[config.mk]
export PLATFORM = sky130hd
export DESIGN_NAME = iob2axil_seq
export DESIGN_NICKNAME = d
export VERILOG_FILES = /design/src/rtl/iob2axil_seq_pkg.sv /design/src/rtl/iob2axil_seq_ch.sv /design/src/rtl/iob2axil_seq.sv
export SDC_FILE = /design/constraint.sdc
export NUM_CORES = 1
export LEC_CHECK = 0
export CAP_MARGIN = 25
export CELL_PAD_IN_SITES_DETAIL_PLACEMENT = 0
export CELL_PAD_IN_SITES_GLOBAL_PLACEMENT = 1
export CORE_UTILIZATION = 32
export CTS_BUF_LIST = sky130_fd_sc_hd__clkbuf_2 sky130_fd_sc_hd__clkbuf_4 sky130_fd_sc_hd__clkbuf_8
export CTS_CLUSTER_DIAMETER = 150
export CTS_CLUSTER_SIZE = 20
export DETAILED_ROUTE_END_ITERATION = 10
export PLACE_DENSITY = 0.77
export SKIP_LAST_GASP = 1
export SLEW_MARGIN = 30
export SYNTH_ARGS = -nofsm -noshare
export SYNTH_HDL_FRONTEND = slang
export SYNTH_HIERARCHICAL = 1
export SYNTH_SLANG_ARGS = --single-unit
[constraint.sdc]
create_clock -name clk_i -period 1.9 [get_ports clk_i]
set_input_delay 0.19 -clock clk_i [delete_from_list [all_inputs] [get_ports clk_i]]
set_output_delay 0.19 -clock clk_i [all_outputs]
set_load 0.02 [all_outputs]
[src/rtl/iob2axil_seq_pkg.sv]
// Shared constants for the registered IOb to AXI4-Lite master bridge:
// FSM state encodings, AXI response codes and the default protection value.
package iob2axil_seq_pkg;

    localparam logic [2:0] ST_IDLE    = 3'd0;
    localparam logic [2:0] ST_WRITE   = 3'd1;
    localparam logic [2:0] ST_WR_RESP = 3'd2;
    localparam logic [2:0] ST_READ_A  = 3'd3;
    localparam logic [2:0] ST_READ_D  = 3'd4;

    localparam logic [1:0] RESP_OKAY   = 2'd0;
    localparam logic [1:0] RESP_EXOKAY = 2'd1;
    localparam logic [1:0] RESP_SLVERR = 2'd2;
    localparam logic [1:0] RESP_DECERR = 2'd3;

    localparam logic [2:0] PROT_DEFAULT = 3'd2;

endpackage

[src/rtl/iob2axil_seq_ch.sv]
// Generic "hold valid until ready" channel register: load captures the payload
// and raises valid; valid drops on its own handshake and a sticky done flag is kept.
module iob2axil_seq_ch #(
    parameter int W = 32
) (
    input  logic         clk_i,
    input  logic         arst_i,
    input  logic         load_i,
    input  logic         clr_i,
    input  logic [W-1:0] data_i,
    input  logic         ready_i,
    output logic         valid_o,
    output logic [W-1:0] data_o,
    output logic         done_o
);

    logic         valid_q, valid_d;
    logic         done_q, done_d;
    logic [W-1:0] data_q, data_d;

    always_comb begin
        valid_d = valid_q;
        done_d  = done_q;
        data_d  = data_q;
        if (load_i) begin
            valid_d = 1'b1;
            done_d  = 1'b0;
            data_d  = data_i;
        end else begin
            if (valid_q && ready_i) begin
                valid_d = 1'b0;
                done_d  = 1'b1;
            end
            if (clr_i) done_d = 1'b0;
        end
    end

    always_ff @(posedge clk_i or posedge arst_i) begin
        if (arst_i) begin
            valid_q <= 1'b0;
            done_q  <= 1'b0;
            data_q  <= '0;
        end else begin
            valid_q <= valid_d;
            done_q  <= done_d;
            data_q  <= data_d;
        end
    end

    assign valid_o = valid_q;
    assign data_o  = data_q;
    // Done includes a handshake completing this very cycle.
    assign done_o  = done_q | (valid_q & ready_i);

endmodule

[src/rtl/iob2axil_seq.sv]
// Registered IOb to AXI4-Lite master bridge with optional posted writes.
// Define IOB2AXIL_SEQ_ERR_EN to add sticky response-error reporting ports.
module iob2axil_seq
    import iob2axil_seq_pkg::*;
#(
    parameter int         ADDR_W       = 32,
    parameter int         DATA_W       = 32,
    parameter logic [2:0] PROT         = PROT_DEFAULT,
    parameter int         WRITE_POSTED = 0,
    parameter int         OUTS_W       = 4
) (
    input  logic                clk_i,
    input  logic                arst_i,
`ifdef IOB2AXIL_SEQ_ERR_EN
    input  logic                err_clr_i,
    output logic                err_o,
    output logic [1:0]          err_resp_o,
`endif
    input  logic                iob_avalid_i,
    input  logic [ADDR_W-1:0]   iob_addr_i,
    input  logic [DATA_W-1:0]   iob_wdata_i,
    input  logic [DATA_W/8-1:0] iob_wstrb_i,
    output logic                iob_ready_o,
    output logic                iob_rvalid_o,
    output logic [DATA_W-1:0]   iob_rdata_o,
    output logic                axil_awvalid_o,
    input  logic                axil_awready_i,
    output logic [ADDR_W-1:0]   axil_awaddr_o,
    output logic [2:0]          axil_awprot_o,
    output logic                axil_wvalid_o,
    input  logic                axil_wready_i,
    output logic [DATA_W-1:0]   axil_wdata_o,
    output logic [DATA_W/8-1:0] axil_wstrb_o,
    input  logic                axil_bvalid_i,
    output logic                axil_bready_o,
    input  logic [1:0]          axil_bresp_i,
    output logic                axil_arvalid_o,
    input  logic                axil_arready_i,
    output logic [ADDR_W-1:0]   axil_araddr_o,
    output logic [2:0]          axil_arprot_o,
    input  logic                axil_rvalid_i,
    output logic                axil_rready_o,
    input  logic [DATA_W-1:0]   axil_rdata_i,
    input  logic [1:0]          axil_rresp_i
);

    localparam bit                POSTED  = (WRITE_POSTED != 0);
    localparam logic [OUTS_W-1:0] CNT_MAX = '1;
    localparam logic [OUTS_W-1:0] CNT_ONE = {{(OUTS_W-1){1'b0}}, 1'b1};

    logic [2:0]        state_q, state_d;
    logic [OUTS_W-1:0] cnt_q, cnt_d;
    logic              bready_q;
    logic              rvalid_q;
    logic [DATA_W-1:0] rdata_q;

    logic is_wr, admit, accept, wr_both, b_hs, r_hs;
    logic aw_done, w_done, ar_done;

    // Reads wait for every outstanding B so they never overtake a posted write.
    assign is_wr   = |iob_wstrb_i;
    assign admit   = is_wr ? (cnt_q != CNT_MAX) : (cnt_q == '0);
    assign iob_ready_o = ~arst_i & (state_q == ST_IDLE) & admit;
    assign accept  = iob_avalid_i & iob_ready_o;
    assign wr_both = (state_q == ST_WRITE) & aw_done & w_done;
    assign b_hs    = axil_bvalid_i & axil_bready_o;
    assign r_hs    = axil_rvalid_i & axil_rready_o;

    iob2axil_seq_ch #(.W(ADDR_W)) u_aw (
        .clk_i(clk_i), .arst_i(arst_i),
        .load_i(accept & is_wr), .clr_i(wr_both),
        .data_i(iob_addr_i), .ready_i(axil_awready_i),
        .valid_o(axil_awvalid_o), .data_o(axil_awaddr_o), .done_o(aw_done)
    );

    iob2axil_seq_ch #(.W(DATA_W + DATA_W/8)) u_w (
        .clk_i(clk_i), .arst_i(arst_i),
        .load_i(accept & is_wr), .clr_i(wr_both),
        .data_i({iob_wstrb_i, iob_wdata_i}), .ready_i(axil_wready_i),
        .valid_o(axil_wvalid_o), .data_o({axil_wstrb_o, axil_wdata_o}), .done_o(w_done)
    );

    iob2axil_seq_ch #(.W(ADDR_W)) u_ar (
        .clk_i(clk_i), .arst_i(arst_i),
        .load_i(accept & ~is_wr), .clr_i(ar_done & (state_q == ST_READ_A)),
        .data_i(iob_addr_i), .ready_i(axil_arready_i),
        .valid_o(axil_arvalid_o), .data_o(axil_araddr_o), .done_o(ar_done)
    );

    always_comb begin
        state_d = state_q;
        case (state_q)
            ST_IDLE:    if (accept)  state_d = is_wr ? ST_WRITE : ST_READ_A;
            ST_WRITE:   if (wr_both) state_d = POSTED ? ST_IDLE : ST_WR_RESP;
            ST_WR_RESP: if (b_hs)    state_d = ST_IDLE;
            ST_READ_A:  if (ar_done) state_d = ST_READ_D;
            ST_READ_D:  if (r_hs)    state_d = ST_IDLE;
            default:                 state_d = ST_IDLE;
        endcase
    end

    // Stray B responses with nothing outstanding leave the counter at zero.
    always_comb begin
        cnt_d = cnt_q;
        case ({POSTED & wr_both, POSTED & b_hs & (cnt_q != '0)})
            2'b10:   cnt_d = cnt_q + CNT_ONE;
            2'b01:   cnt_d = cnt_q - CNT_ONE;
            default: cnt_d = cnt_q;
        endcase
    end

    always_ff @(posedge clk_i or posedge arst_i) begin
        if (arst_i) begin
            state_q  <= ST_IDLE;
            cnt_q    <= '0;
            bready_q <= 1'b0;
            rvalid_q <= 1'b0;
            rdata_q  <= '0;
        end else begin
            state_q  <= state_d;
            cnt_q    <= cnt_d;
            bready_q <= POSTED;
            rvalid_q <= r_hs;
            if (r_hs) rdata_q <= axil_rdata_i;
        end
    end

    assign axil_bready_o = bready_q | (state_q == ST_WR_RESP);
    assign axil_rready_o = (state_q == ST_READ_D);
    assign axil_awprot_o = PROT;
    assign axil_arprot_o = PROT;
    assign iob_rvalid_o  = rvalid_q;
    assign iob_rdata_o   = rdata_q;

`ifdef IOB2AXIL_SEQ_ERR_EN
    logic       err_q, err_d;
    logic [1:0] err_resp_q, err_resp_d;
    logic       r_err, b_err;

    assign r_err = r_hs & (axil_rresp_i != RESP_OKAY);
    assign b_err = b_hs & (axil_bresp_i != RESP_OKAY);

    // A new error in the clearing cycle survives and becomes the first code.
    always_comb begin
        err_d      = err_q;
        err_resp_d = err_resp_q;
        if (r_err || b_err) begin
            err_d = 1'b1;
            if (!err_q || err_clr_i) err_resp_d = r_err ? axil_rresp_i : axil_bresp_i;
        end else if (err_clr_i) begin
            err_d      = 1'b0;
            err_resp_d = RESP_OKAY;
        end
    end

    always_ff @(posedge clk_i or posedge arst_i) begin
        if (arst_i) begin
            err_q      <= 1'b0;
            err_resp_q <= RESP_OKAY;
        end else begin
            err_q      <= err_d;
            err_resp_q <= err_resp_d;
        end
    end

    assign err_o      = err_q;
    assign err_resp_o = err_resp_q;
`else
    logic unused_resp;
    assign unused_resp = ^{axil_bresp_i, axil_rresp_i};
`endif

endmodule

# After elaboration in Yosys (flattened, before gate mapping)
# Index checks and enable logic that the tools add are counted.
dict set report totals {
  in_bits 112
  word_cells 72
  register_bits 142
}
dict set report op_classes {
  eq_ne 9
  reduce_logical 12
  bitwise 17
  muxes 22
}
# cell n
set op_table {}
lappend op_table {{$mux W1} 15}
lappend op_table {{$mux W3} 5}
lappend op_table {{$pmux W3 S5} 1}
lappend op_table {{$and A1 B1 Y1} 12}
lappend op_table {{$reduce_bool A3 Y1} 3}
lappend op_table {{$eq A3 B2 Y1 const B} 2}
lappend op_table {{$ne A2 B2 Y1 const B} 3}
lappend op_table {{$reduce_bool A2 Y1} 3}
lappend op_table {{$reduce_and A5 Y1} 1}
lappend op_table {{$ne A2 B1 Y1 const B} 2}
lappend op_table {{$reduce_or A4 Y1} 1}
lappend op_table {{$eq A3 B1 Y1 const B} 1}
lappend op_table {{$eq A3 B3 Y1 const B} 1}
lappend op_table {{$logic_and A1 B1 Y1} 3}
lappend op_table {{$logic_not A3 Y1} 1}
lappend op_table {{$or A1 B1 Y1} 3}
lappend op_table {{$mux W2} 1}
lappend op_table {{$not A1 Y1} 2}

# Longest topological paths before layout
dict set report depth {
  ltp_word 6
  ltp_mapped 6
  ltp_nobuf 4
}

# Cells and area by module
# The synthesis kept the hierarchy.
# mod cells_per_inst area_per_inst_um2 n_inst
set modules_own_cells {}
lappend modules_own_cells {{iob2axil_seq_ch (u_ar ...)} 75 1417.6 2}
lappend modules_own_cells {iob2axil_seq 103 1626.6 1}
lappend modules_own_cells {{iob2axil_seq_ch (u_w)} 83 1492.7 1}

# Worst setup path before layout
# OpenSTA, ideal clock, no wires.
dict set report synth_timing {
  kind {register -> register}
  start {register state_q[1]}
  end {register u_w.data_q[16], in the netlist u_w/data_o[16]}
  t_arrival_ps 2269
  synth_period_minus_slack_ps 2394
  required_time_ps 1775
  slack_ps -494
  stages_incl_launch_ff 7
  cell_sequence {dfrtp_1 > nor4_1 > nand2_1 > nor2_1 > buf_6 > buf_6 > mux2_4}
}
dict set report synth_between {
  elab_chain_cells 4
}
# element line_no
set synth_rtl {}
lappend synth_rtl {{from (decl)} iob2axil_seq.sv:51} ;# logic [2:0] state_q, state_d;
lappend synth_rtl {{from (signal assigned)} iob2axil_seq.sv:120} ;# state_q <= state_d;
lappend synth_rtl {{$logic_not A3 Y1} iob2axil_seq.sv:63} ;# assign iob_ready_o = ~arst_i & (state_q == ST_IDLE) & admit;
lappend synth_rtl {{$and A1 B1 Y1} iob2axil_seq.sv:63}
lappend synth_rtl {{net iob_ready_o} iob2axil_seq.sv:23} ;# output logic iob_ready_o,
lappend synth_rtl {{$and A1 B1 Y1} iob2axil_seq.sv:64} ;# assign accept = iob_avalid_i & iob_ready_o;
lappend synth_rtl {{$and A1 B1 Y1} iob2axil_seq.sv:78} ;# .load_i(accept & is_wr), .clr_i(wr_both),
lappend synth_rtl {{to (signal assigned)} iob2axil_seq_ch.sv:46} ;# data_q <= data_d;
lappend synth_rtl {{to (decl)} iob2axil_seq_ch.sv:19} ;# logic [W-1:0] data_q, data_d;
# The timed path passes the listed nets, and every way through them passes these cells.
# A chain may end at the register's enable or synchronous reset.

# Worst setup path after layout
dict set report layout_timing {
  start {register state_q[2]}
  end {register u_ar.data_q[4], in the netlist u_ar/data_o[4]}
}
dict set report layout_between {
  elab_chain_cells 4
}
# element line_no
set layout_rtl {}
lappend layout_rtl {{$logic_not A3 Y1} iob2axil_seq.sv:63}
lappend layout_rtl {{$and A1 B1 Y1} iob2axil_seq.sv:63}
lappend layout_rtl {{$and A1 B1 Y1} iob2axil_seq.sv:64}
lappend layout_rtl {{$and A1 B1 Y1} iob2axil_seq.sv:85} ;# .load_i(accept & ~is_wr), .clr_i(ar_done & (state_q == ST_READ_A)),
lappend layout_rtl {{to (signal assigned)} iob2axil_seq_ch.sv:46}
lappend layout_rtl {{to (decl)} iob2axil_seq_ch.sv:19}
# Every way passes these cells.

==> impl_metrics.tcl <==
set metrics [dict create \
    detail-route-antenna-nets 0 \
    ys_warn_count 6 \
    row_count 49 \
    clock_tree.root_cell "clkbuf_8" \
    p_leak_nw 4.11 \
    hp-class "in -> async" \
    ir_worst_vdd_v 0.000848 \
    die_area_um2 19200 \
    report.final.slew_viol_count 0 \
    die_h_um 138 \
    die_x_um 138 \
    ff2ff_path_depth 5 \
    worstPathArrival_ps 2130 \
    clock_path_buffers 2 \
    cp-start-kind "flip-flop" \
    vias_per_cell 4.40 \
    synthCells 336 \
    worstSetupEndpointType "flip-flop" \
    grt_max_degree 39 \
    gp_congestion 0.783 \
    start_util_pct 32.9 \
    postCtsHoldBufs 0 \
    fin_nets 718 \
    dr.pass1.iters 7 \
    period_needed_ps 1820 \
    finClkSkew_ps 7.13 \
    grt_overflow 0 \
    whs_ps 360 \
    cellPowerDensity_nw_per_um2 1610 \
    antenna_cells 0 \
    layout_common_cells "243 x clkdlybuf4s50_1, 142 x dfrtp_1, 103 x mux2_4" \
    fill_cells 1507 \
    cts_tree "done" \
    core_area_um2 18100 \
    setup_viol 0 \
    rsz0062_at_grt "true" \
    avgSynthCellArea_um2 17.7 \
    critPathKind "reg -> reg" \
    hold_viol_final 0 \
    io_pins 257 \
    layout_commonest_cell "clkdlybuf4s50_1" \
    wirelength_um 14500 \
    status "complete, but fails checks" \
    grt_first_pass_wirelength_um 23100 \
    area_delta_synth_final_pct 54.3 \
    ys_types 22 \
    synth-seq-area-share_pct 59.7 \
    via_count 3734 \
    drive_gt1_share_pct 31.7 \
    cap_violations 0 \
    wire_per_inst_um 17.1 \
    timing.fmax_ghz 0.551 \
    cp_max_fo 19 \
    place_ws_ps -296 \
    portBuffers 246 \
    drc_errors 28 \
    fin_crit_sh_pct 95.6 \
    antenna_found_initial 0 \
    h-tree-depth 4 \
    dpl.hpwl_um 10500 \
    clk_latency_ps 430 \
    grt_usage_pct 15.8 \
    critPathRequiredTime_ps 2220 \
    first_iter_violations 125 \
    violations "design-rule violations" \
    cts_sinks 142 \
    ys_ff_latch 142 \
    grt_pass1_vias 4145 \
    layout_setup_ws_ps 84.2 \
    syn_area_um2 5950 \
    clk_pin_slew_worst_paths_ps 80 \
    cts_buffers 17 \
]
-- worst max-delay path, stage by stage, from the launching register on --
cell	delay (ps)
dfrtp_1	410
nor4_4	320
buf_4	160
and3_2	240
buf_12	210
mux2_2	350
-- area by class of cell --
type	count	area [um2]	area share, %
Sequential cell	142	3550	38.7
Timing Repair Buffer	269	2750	29.9
Clock buffer	22	290	3.16
Multi-Input combinational cell	167	2110	23.0
Tap cell	229	287	3.12
Inverter	9	33.8	0.368
Clock inverter	10	160	1.74
-- worst paths after layout --
path,endpoint,slack [ps],from
worst min register to register,u_aw/valid_o,510,u_aw/valid_o
worst max-delay path,u_ar/data_o[4],80,state_q[2]
max in group asynchronous,u_w/done_q,1120,arst_i
worst min-delay path,u_aw/data_o[9],360,arst_i
min in group clk_i,u_w/data_o[20],360,iob_wdata_i[20]
worst max register to register,u_ar/data_o[4],80,state_q[2]
-- metal layers --
metal | vias to the layer above | track usage, % | part of all wire [%]
li1 | 1691 | - | -
met1 | 1863 | 18.4 | 40
met2 | 162 | 25.9 | 49
met3 | 18 | 6.23 | 9.0
met4 | 0 | 6.74 | 1.7
met5 | - | 0 | 0
-- cell usage after synthesis, drive strengths merged --
| cell | number | area, um2 |
|---|---|---|
| a21oi | 1 | 5.00 |
| buf | 22 | 298 |
| nor4b | 1 | 8.76 |
| nor4 | 2 | 12.5 |
| conb | 2 | 7.51 |
| nor2 | 3 | 11.3 |
| nor3b | 4 | 35.0 |
| inv | 9 | 33.8 |
| o2111ai | 1 | 8.76 |
| dfrtp | 142 | 3550 |
| a211o | 1 | 8.76 |
| nand2b | 2 | 12.5 |
| and2 | 1 | 8.76 |
| a21o | 7 | 52.6 |
| mux2 | 132 | 1870 |
| and3 | 1 | 6.26 |
| nand2 | 5 | 18.8 |
-- sequential cells by signal, summed over array words and instances (netlist names) --
| register | count |
|---|---|
| u_ar/data_o | 32 |
| iob_rvalid_o | 1 |
| u_w/done_q | 1 |
| state_q | 3 |
| u_ar/valid_o | 1 |
| iob_rdata_o | 32 |
| u_aw/valid_o | 1 |
| u_aw/done_q | 1 |
| u_aw/data_o | 32 |
| u_ar/done_q | 1 |
| u_w/data_o | 36 |
| u_w/valid_o | 1 |
-- repair_timing --
| item | in CTS | in global routing |
|---|---|---|
| resized for setup | 3 | 7 |
| gates cloned | 0 | 1 |
| pin swaps | 0 | 1 |
| setup endpoints to repair | 3 | 45 |
| setup buffers | 0 | 1 |
-- power breakdown --
part	total (mW)	switching [mW]	internal, mW
logic	7.02	2.96	4.06
registers	5.13	0.781	4.34
clock network	2.69	1.12	1.56
-- per-stage QoR --
stage	util (%)	instances	instance area (um2)	total power, mW	TNS (ps)
2_1_floorplan	-	340	5990	8.84	0
3_3_place_gp	48.1	814	8700	12.1	-17650
3_5_place_dp	48.1	814	8700	12.2	-20600
4_1_cts	50.6	846	9150	15.0	-1.87
5_1_grt	50.8	848	9190	15.6	0
6_report	50.8	848	9190	14.8	0
-- cells by family after synthesis --
family          share of synthesized area, %
compound gates                          1.26
buf+inv                                 5.57
flops                                   59.7
mux                                     31.5
other cells                            0.126
simple gates                            1.91
Power figures use the tool's default switching activity.
